--- config.mk ---
export PLATFORM = sky130hd
export DESIGN_NAME = hdmi_video_timing
export DESIGN_NICKNAME = d
export VERILOG_FILES = /design/src/rtl/hdmi_pkg.sv /design/src/rtl/colorbar_gen.sv /design/src/rtl/hdmi_video_timing.sv
export SDC_FILE = /design/constraint.sdc
export NUM_CORES = 1
export LEC_CHECK = 0
export BUFFER_PORTS_ARGS = -buffer_cell sky130_fd_sc_hd__buf_2
export CAP_MARGIN = 15
export CORE_MARGIN = 10
export CORE_UTILIZATION = 50
export CTS_CLUSTER_SIZE = 24
export DETAILED_ROUTE_END_ITERATION = 8
export GPL_TIMING_DRIVEN = 0
export PLACE_DENSITY = 0.82
export SYNTH_ARGS = -nofsm -noshare
export SYNTH_HDL_FRONTEND = slang
export SYNTH_SLANG_ARGS = --single-unit
--- constraint.sdc ---
create_clock -name pixclk -period 4.5 [get_ports pixclk]
set_input_delay 0.45 -clock pixclk [delete_from_list [all_inputs] [get_ports pixclk]]
set_output_delay 0.45 -clock pixclk [all_outputs]
set_load 0.02 [all_outputs]
--- src/rtl/hdmi_pkg.sv ---
// ============================================================================
// hdmi_pkg : default 640x480@60 raster constants, counter widths, bar colours
// Rev 1.0
// ============================================================================
`default_nettype none

package hdmi_pkg;

  localparam int H_CNT_W = 12;
  localparam int V_CNT_W = 11;

  localparam int H_ACTIVE_DEF = 640;
  localparam int H_FP_DEF     = 16;
  localparam int H_SYNC_DEF   = 96;
  localparam int H_BP_DEF     = 48;

  localparam int V_ACTIVE_DEF = 480;
  localparam int V_FP_DEF     = 10;
  localparam int V_SYNC_DEF   = 2;
  localparam int V_BP_DEF     = 33;

  localparam int NUM_BARS = 8;

  typedef logic [23:0] rgb_t;
  typedef logic [2:0]  bar_idx_t;

  // Classic SMPTE-style order, {R,G,B}
  localparam rgb_t BAR_COLORS [NUM_BARS] = '{
    24'hFFFFFF, 24'hFFFF00, 24'h00FFFF, 24'h00FF00,
    24'hFF00FF, 24'hFF0000, 24'h0000FF, 24'h000000
  };

endpackage

`default_nettype wire

--- src/rtl/colorbar_gen.sv ---
// ============================================================================
// colorbar_gen : 8-bar test pattern, bar index tracked by a pixel counter
// Rev 1.0
// ============================================================================
`default_nettype none

module colorbar_gen
  import hdmi_pkg::*;
#(
  parameter int H_ACTIVE = H_ACTIVE_DEF,
  parameter int H_TOTAL  = H_ACTIVE_DEF + H_FP_DEF + H_SYNC_DEF + H_BP_DEF,
  parameter int V_ACTIVE = V_ACTIVE_DEF
) (
  input  logic               pixclk,
  input  logic               reset,
  input  logic [H_CNT_W-1:0] h,
  input  logic [V_CNT_W-1:0] v,
  input  logic               active,
  output rgb_t               rgb
);

  localparam int BAR_W = H_ACTIVE / NUM_BARS;

  localparam logic [H_CNT_W-1:0] H_LAST     = H_CNT_W'(H_TOTAL - 1);
  localparam logic [H_CNT_W-1:0] SEG_LAST   = H_CNT_W'(BAR_W - 1);
  localparam logic [V_CNT_W-1:0] V_ACT_LINE = V_CNT_W'(V_ACTIVE);

  logic [H_CNT_W-1:0] seg_cnt;
  bar_idx_t           bar_idx;
  logic               line_end;
  logic               vblank;

  // State describes the pixel currently held in h, so it is cleared on the
  // cycle before h wraps back to 0.
  assign line_end = (h == H_LAST);
  assign vblank   = (v >= V_ACT_LINE);

  always_ff @(posedge pixclk) begin
    if (reset || line_end || vblank) begin
      seg_cnt <= '0;
      bar_idx <= '0;
    end else if (seg_cnt == SEG_LAST) begin
      seg_cnt <= '0;
      bar_idx <= bar_idx + 3'd1;
    end else begin
      seg_cnt <= seg_cnt + 1'b1;
    end
  end

  assign rgb = active ? BAR_COLORS[bar_idx] : '0;

endmodule

`default_nettype wire

--- src/rtl/hdmi_video_timing.sv ---
// ============================================================================
// hdmi_video_timing : free-running raster generator with colour-bar pattern
// Rev 1.0
// ============================================================================
`default_nettype none

module hdmi_video_timing
  import hdmi_pkg::*;
#(
  parameter int H_ACTIVE  = H_ACTIVE_DEF,
  parameter int H_FP      = H_FP_DEF,
  parameter int H_SYNC    = H_SYNC_DEF,
  parameter int H_BP      = H_BP_DEF,
  parameter int V_ACTIVE  = V_ACTIVE_DEF,
  parameter int V_FP      = V_FP_DEF,
  parameter int V_SYNC    = V_SYNC_DEF,
  parameter int V_BP      = V_BP_DEF,
  parameter bit HSYNC_POL = 1'b0,
  parameter bit VSYNC_POL = 1'b0
) (
  input  logic               pixclk,
  input  logic               reset,
  output logic               DE,
  output logic               hsync,
  output logic               vsync,
  output logic [1:0]         ctrl_b,
  output logic [H_CNT_W-1:0] x,
  output logic [V_CNT_W-1:0] y,
  output logic               frame_start,
  output logic [7:0]         red,
  output logic [7:0]         green,
  output logic [7:0]         blue
);

  localparam int H_TOTAL = H_ACTIVE + H_FP + H_SYNC + H_BP;
  localparam int V_TOTAL = V_ACTIVE + V_FP + V_SYNC + V_BP;

  localparam logic [H_CNT_W-1:0] H_LAST   = H_CNT_W'(H_TOTAL - 1);
  localparam logic [V_CNT_W-1:0] V_LAST   = V_CNT_W'(V_TOTAL - 1);
  localparam logic [H_CNT_W-1:0] H_ACT_C  = H_CNT_W'(H_ACTIVE);
  localparam logic [V_CNT_W-1:0] V_ACT_C  = V_CNT_W'(V_ACTIVE);
  localparam logic [H_CNT_W-1:0] HS_START = H_CNT_W'(H_ACTIVE + H_FP);
  localparam logic [H_CNT_W-1:0] HS_END   = H_CNT_W'(H_ACTIVE + H_FP + H_SYNC);
  localparam logic [V_CNT_W-1:0] VS_START = V_CNT_W'(V_ACTIVE + V_FP);
  localparam logic [V_CNT_W-1:0] VS_END   = V_CNT_W'(V_ACTIVE + V_FP + V_SYNC);

  logic [H_CNT_W-1:0] h_cnt;
  logic [V_CNT_W-1:0] v_cnt;
  logic               h_wrap;
  logic               active;
  logic               hs_on;
  logic               vs_on;
  logic               hs_lvl;
  logic               vs_lvl;
  rgb_t               bar_rgb;

  assign h_wrap = (h_cnt == H_LAST);

  always_ff @(posedge pixclk) begin
    if (reset) begin
      h_cnt <= '0;
      v_cnt <= '0;
    end else begin
      h_cnt <= h_wrap ? '0 : h_cnt + 1'b1;
      if (h_wrap) begin
        v_cnt <= (v_cnt == V_LAST) ? '0 : v_cnt + 1'b1;
      end
    end
  end

  // v_cnt only moves on h wrap, so vsync edges land on h=0 by construction.
  assign active = (h_cnt < H_ACT_C) && (v_cnt < V_ACT_C);
  assign hs_on  = (h_cnt >= HS_START) && (h_cnt < HS_END);
  assign vs_on  = (v_cnt >= VS_START) && (v_cnt < VS_END);
  assign hs_lvl = hs_on ? HSYNC_POL : ~HSYNC_POL;
  assign vs_lvl = vs_on ? VSYNC_POL : ~VSYNC_POL;

  colorbar_gen #(
    .H_ACTIVE (H_ACTIVE),
    .H_TOTAL  (H_TOTAL),
    .V_ACTIVE (V_ACTIVE)
  ) u_colorbar (
    .pixclk (pixclk),
    .reset  (reset),
    .h      (h_cnt),
    .v      (v_cnt),
    .active (active),
    .rgb    (bar_rgb)
  );

  always_ff @(posedge pixclk) begin
    if (reset) begin
      DE          <= 1'b0;
      hsync       <= ~HSYNC_POL;
      vsync       <= ~VSYNC_POL;
      ctrl_b      <= {~VSYNC_POL, ~HSYNC_POL};
      x           <= '0;
      y           <= '0;
      frame_start <= 1'b0;
      red         <= '0;
      green       <= '0;
      blue        <= '0;
    end else begin
      DE          <= active;
      hsync       <= hs_lvl;
      vsync       <= vs_lvl;
      ctrl_b      <= {vs_lvl, hs_lvl};
      x           <= active ? h_cnt : '0;
      y           <= active ? v_cnt : '0;
      frame_start <= (h_cnt == '0) && (v_cnt == '0);
      red         <= bar_rgb[23:16];
      green       <= bar_rgb[15:8];
      blue        <= bar_rgb[7:0];
    end
  end

endmodule

`default_nettype wire

==> results by group <==
Synthesis
  – Post-synthesis mux area share: 0.00712
  – EDFF count, synth: 0
  – Top post-synthesis cells by area: dfxtp_1, buf_4, nor2_1
  – Share of the synthesized area in the top cell type: 0.484
  – Register bit total from synthesis: 68
  – Simple-gate share of the synthesized area: 0.271
  – Post-synth top flop: dfxtp_1
  – Combinational family with the most area after synthesis: simple AND/OR/NAND/NOR gates
  – Synth top cells by count: dfxtp_1, nor2_1, buf_4
  – Ys Warns: 0
  – Sequential element share of the synthesized area: 0.484
  – Adder-cell area share of the yosys netlist: 0.0312
  – Post-synth cell types: 36
  – Area leader, netlist: dfxtp_1
  – Cell with the most instances after synthesis: dfxtp_1
  – Synth Area in Compound Gates: 0.0334
  – Synthesized area per cell: between 9 and 10 sq um
  – Mapped Area: 0.00281 sq mm
  – Cell count after synthesis: between 200 and 300
  – Post-synthesis xor/xnor area fraction: 0.0810
  – Asr flop ratio synth: 0

CTS
  – CTS Root Cell: clkbuf_8
  – CTS HTree Levels: 3
  – # Post-CTS Setup Buffers: 0
  – CTS Hold Bufs: 0
  – Skew-Pair Late Insertion Delay: approximately 0.35 ns
  – CTS clk-pin slew, worst paths: 0.07 ns
  – CTS tree: done
  – CTS Buf Count: 9
  – CTS Sinks: 68
  – CTS resizes: 0
  – Clk buf depth: 2

Timing
  – Clk_skew: about 0.0088 ns
  – Fin. max-slew vios: 0
  – Final worst setup slack: 2.42 ns
  – RSZ-0062 raised after global routing: no
  – Setup TNS: 0 ns
  – Tcrit/Tclk final: 0.463
  – Final worst path period need: between 2 and 2.5 ns
  – Setup Viol. Count Final: 0
  – Max Freq: between 400 and 500 MHz
  – Fin. Hold Viols: 0

Pwr
  – Worst IR Drop VDD: 0.178 mV
  – Pleak: approximately 1.4 nW
  – Post-route total power: 1.18 mW
  – Power Density: ~350 mW/mm^2

Global route
  – Initial antenna violation count: 0
  – Vias in the first global route: a little over 2000
  – First-pass GRT wire length: around 9400 microns
  – Maximum number of pins on one net before global-route repair: 11
  – GR Util All Layers: 0.134
  – Grt ovf: 0

Setup path
  – Crit path max fanout: 10
  – Worst setup EP type: flop
  – R2R Path Start: h_cnt[1]
  – Worst Path Required: approximately 4.7 ns
  – WS Path Type: flop to flop
  – Critical path launch point type: flop
  – Critical Path AT: approximately 2.3 ns
  – CP startpoint: h_cnt[1]

Route
  – Initial DRC Count: 83
  – Drt total wl: approximately 5900 microns
  – Iteration count of the initial detailed-routing pass: 6
  – Via density per instance: 4.95
  – DRC viols: 0
  – Vias: between 2000 and 2500
  – Final ANT Viol Nets: 0
  – Routed len/inst: around 14 microns

Floorplanning
  – Die width: between 90 and 100 microns
  – Boundary Pins: 55
  – Die height: approximately 95 microns
  – Rows: 27
  – DIE AREA: between 0.009 and 0.01 sq mm
  – Initial cell density of the core: 0.514
  – Std-Cell Core Area: between 0.005 and 0.006 sq mm

Finish
  – Layout Area Growth over Synthesis: 19.6%
  – Layout Nets: 371
  – Share of layout cells above drive strength 1: 0.268
  – Fill count: roughly 480
  – Antenna diodes: 0

Worst hold path
  – Hold path start: u_colorbar.bar_idx[2]
  – HP Class: flop to flop

Placement
  – Placement Setup Slack: between 2 and 2.5 ns
  – Global placement routability congestion: ~0.85
  – IO buf count: 53
  – Post-DP HPWL: 4320 microns

Run
  – Maxcap violations: 0

Run status
  – Outcome: finished clean
path summary, 6_finish.rpt:
kind                            cells past startpoint       end  slack [ns]
worst max-delay path                                6  v_cnt[2]        2.42
worst min-delay path                                1  green[7]        0.45
worst max register to register                      6  v_cnt[2]        2.42
worst min register to register                      1  green[7]        0.45
logic make-up after synthesis:
kind of cell             Yosys count
AND/OR/NAND/NOR                  135
flip-flops                        68
buffers and inverters             41
XOR/XNOR                          26
AO/OA/AOI/OAI                     15
adder cells (fa/ha/maj)            7
multiplexers                       2
other                              1
registers in the layout (all words and copies together), names as in the netlist:
name and flops:
h_cnt 12, u_colorbar.seg_cnt 12, x 12, v_cnt 11
y 11, u_colorbar.bar_idx 3, DE 1, blue 1
ctrl_b 1, frame_start 1, green 1, red 1
vsync 1
cell type report:
type	instances	area (sq um)	share of cell area
Inverter	9	33.8	0.0100
Sequential cell	68	1360	0.405
Clock buffer	13	149	0.0443
Tap cell	72	90.1	0.0268
Buffer	32	223	0.0662
Multi-Input combinational cell	189	1200	0.358
Timing Repair Buffer	53	265	0.0789
Clock inverter	2	35.0	0.0104
layer usage:
metal	up-vias	track usage	wire, microns
met3	12	0.0515	425
met5	-	0	0
met1	1012	0.130	2350
li1	1100	-	-
met2	45	0.240	3040
met4	0	0.0723	122
worst max-delay path: stages (launching register included):
cell	delay [ns]
dfxtp_1	0.42
ha_1	0.24
and4_1	0.20
buf_2	0.20
nand3_2	0.24
o31ai_4	0.55
nor2_1	0.10
placed cells by master, fill, tap and decap left out, types with 2 or more instances in the layout:
cell      count
dfxtp_1      68
buf_2        57
nor2_1       39
buf_4        24
and2_1       19
xnor2_1      16
nand2_1      12
nand4_1      12
nand3_1      11
xor2_1       10
clkbuf_8     10
inv_1         9
and3_1        7
a21oi_1       7
ha_1          7
clkbuf_1      6
nor4_1        6
o21ai_0       6
nor3_1        6
and4_1        4
conb_1        4
nor2b_1       3
or3_1         3
nor4b_1       2
mux2i_1       2
nand4b_1      2
or4b_1        2
metrics by stage:
step / cells / instance area (sq um) / hold WS [ns] / utilization
6_report: 438 / 3360 / 0.446 / 0.614
3_5_place_dp: 423 / 3180 / 0.440 / 0.581
5_1_grt: 438 / 3360 / 0.473 / 0.614
2_1_floorplan: 298 / 2820 / 0.412 / -
3_3_place_gp: 423 / 3180 / 0.424 / 0.581
4_1_cts: 438 / 3360 / 0.449 / 0.614
power breakdown:
group / internal (mW) / switching [mW] / total (mW)
clock network: 0.268 / 0.213 / 0.481
logic: 0.0311 / 0.0452 / 0.0764
registers: 0.613 / 0.00900 / 0.622
Note: power is estimated with default switching activity, not from simulation.
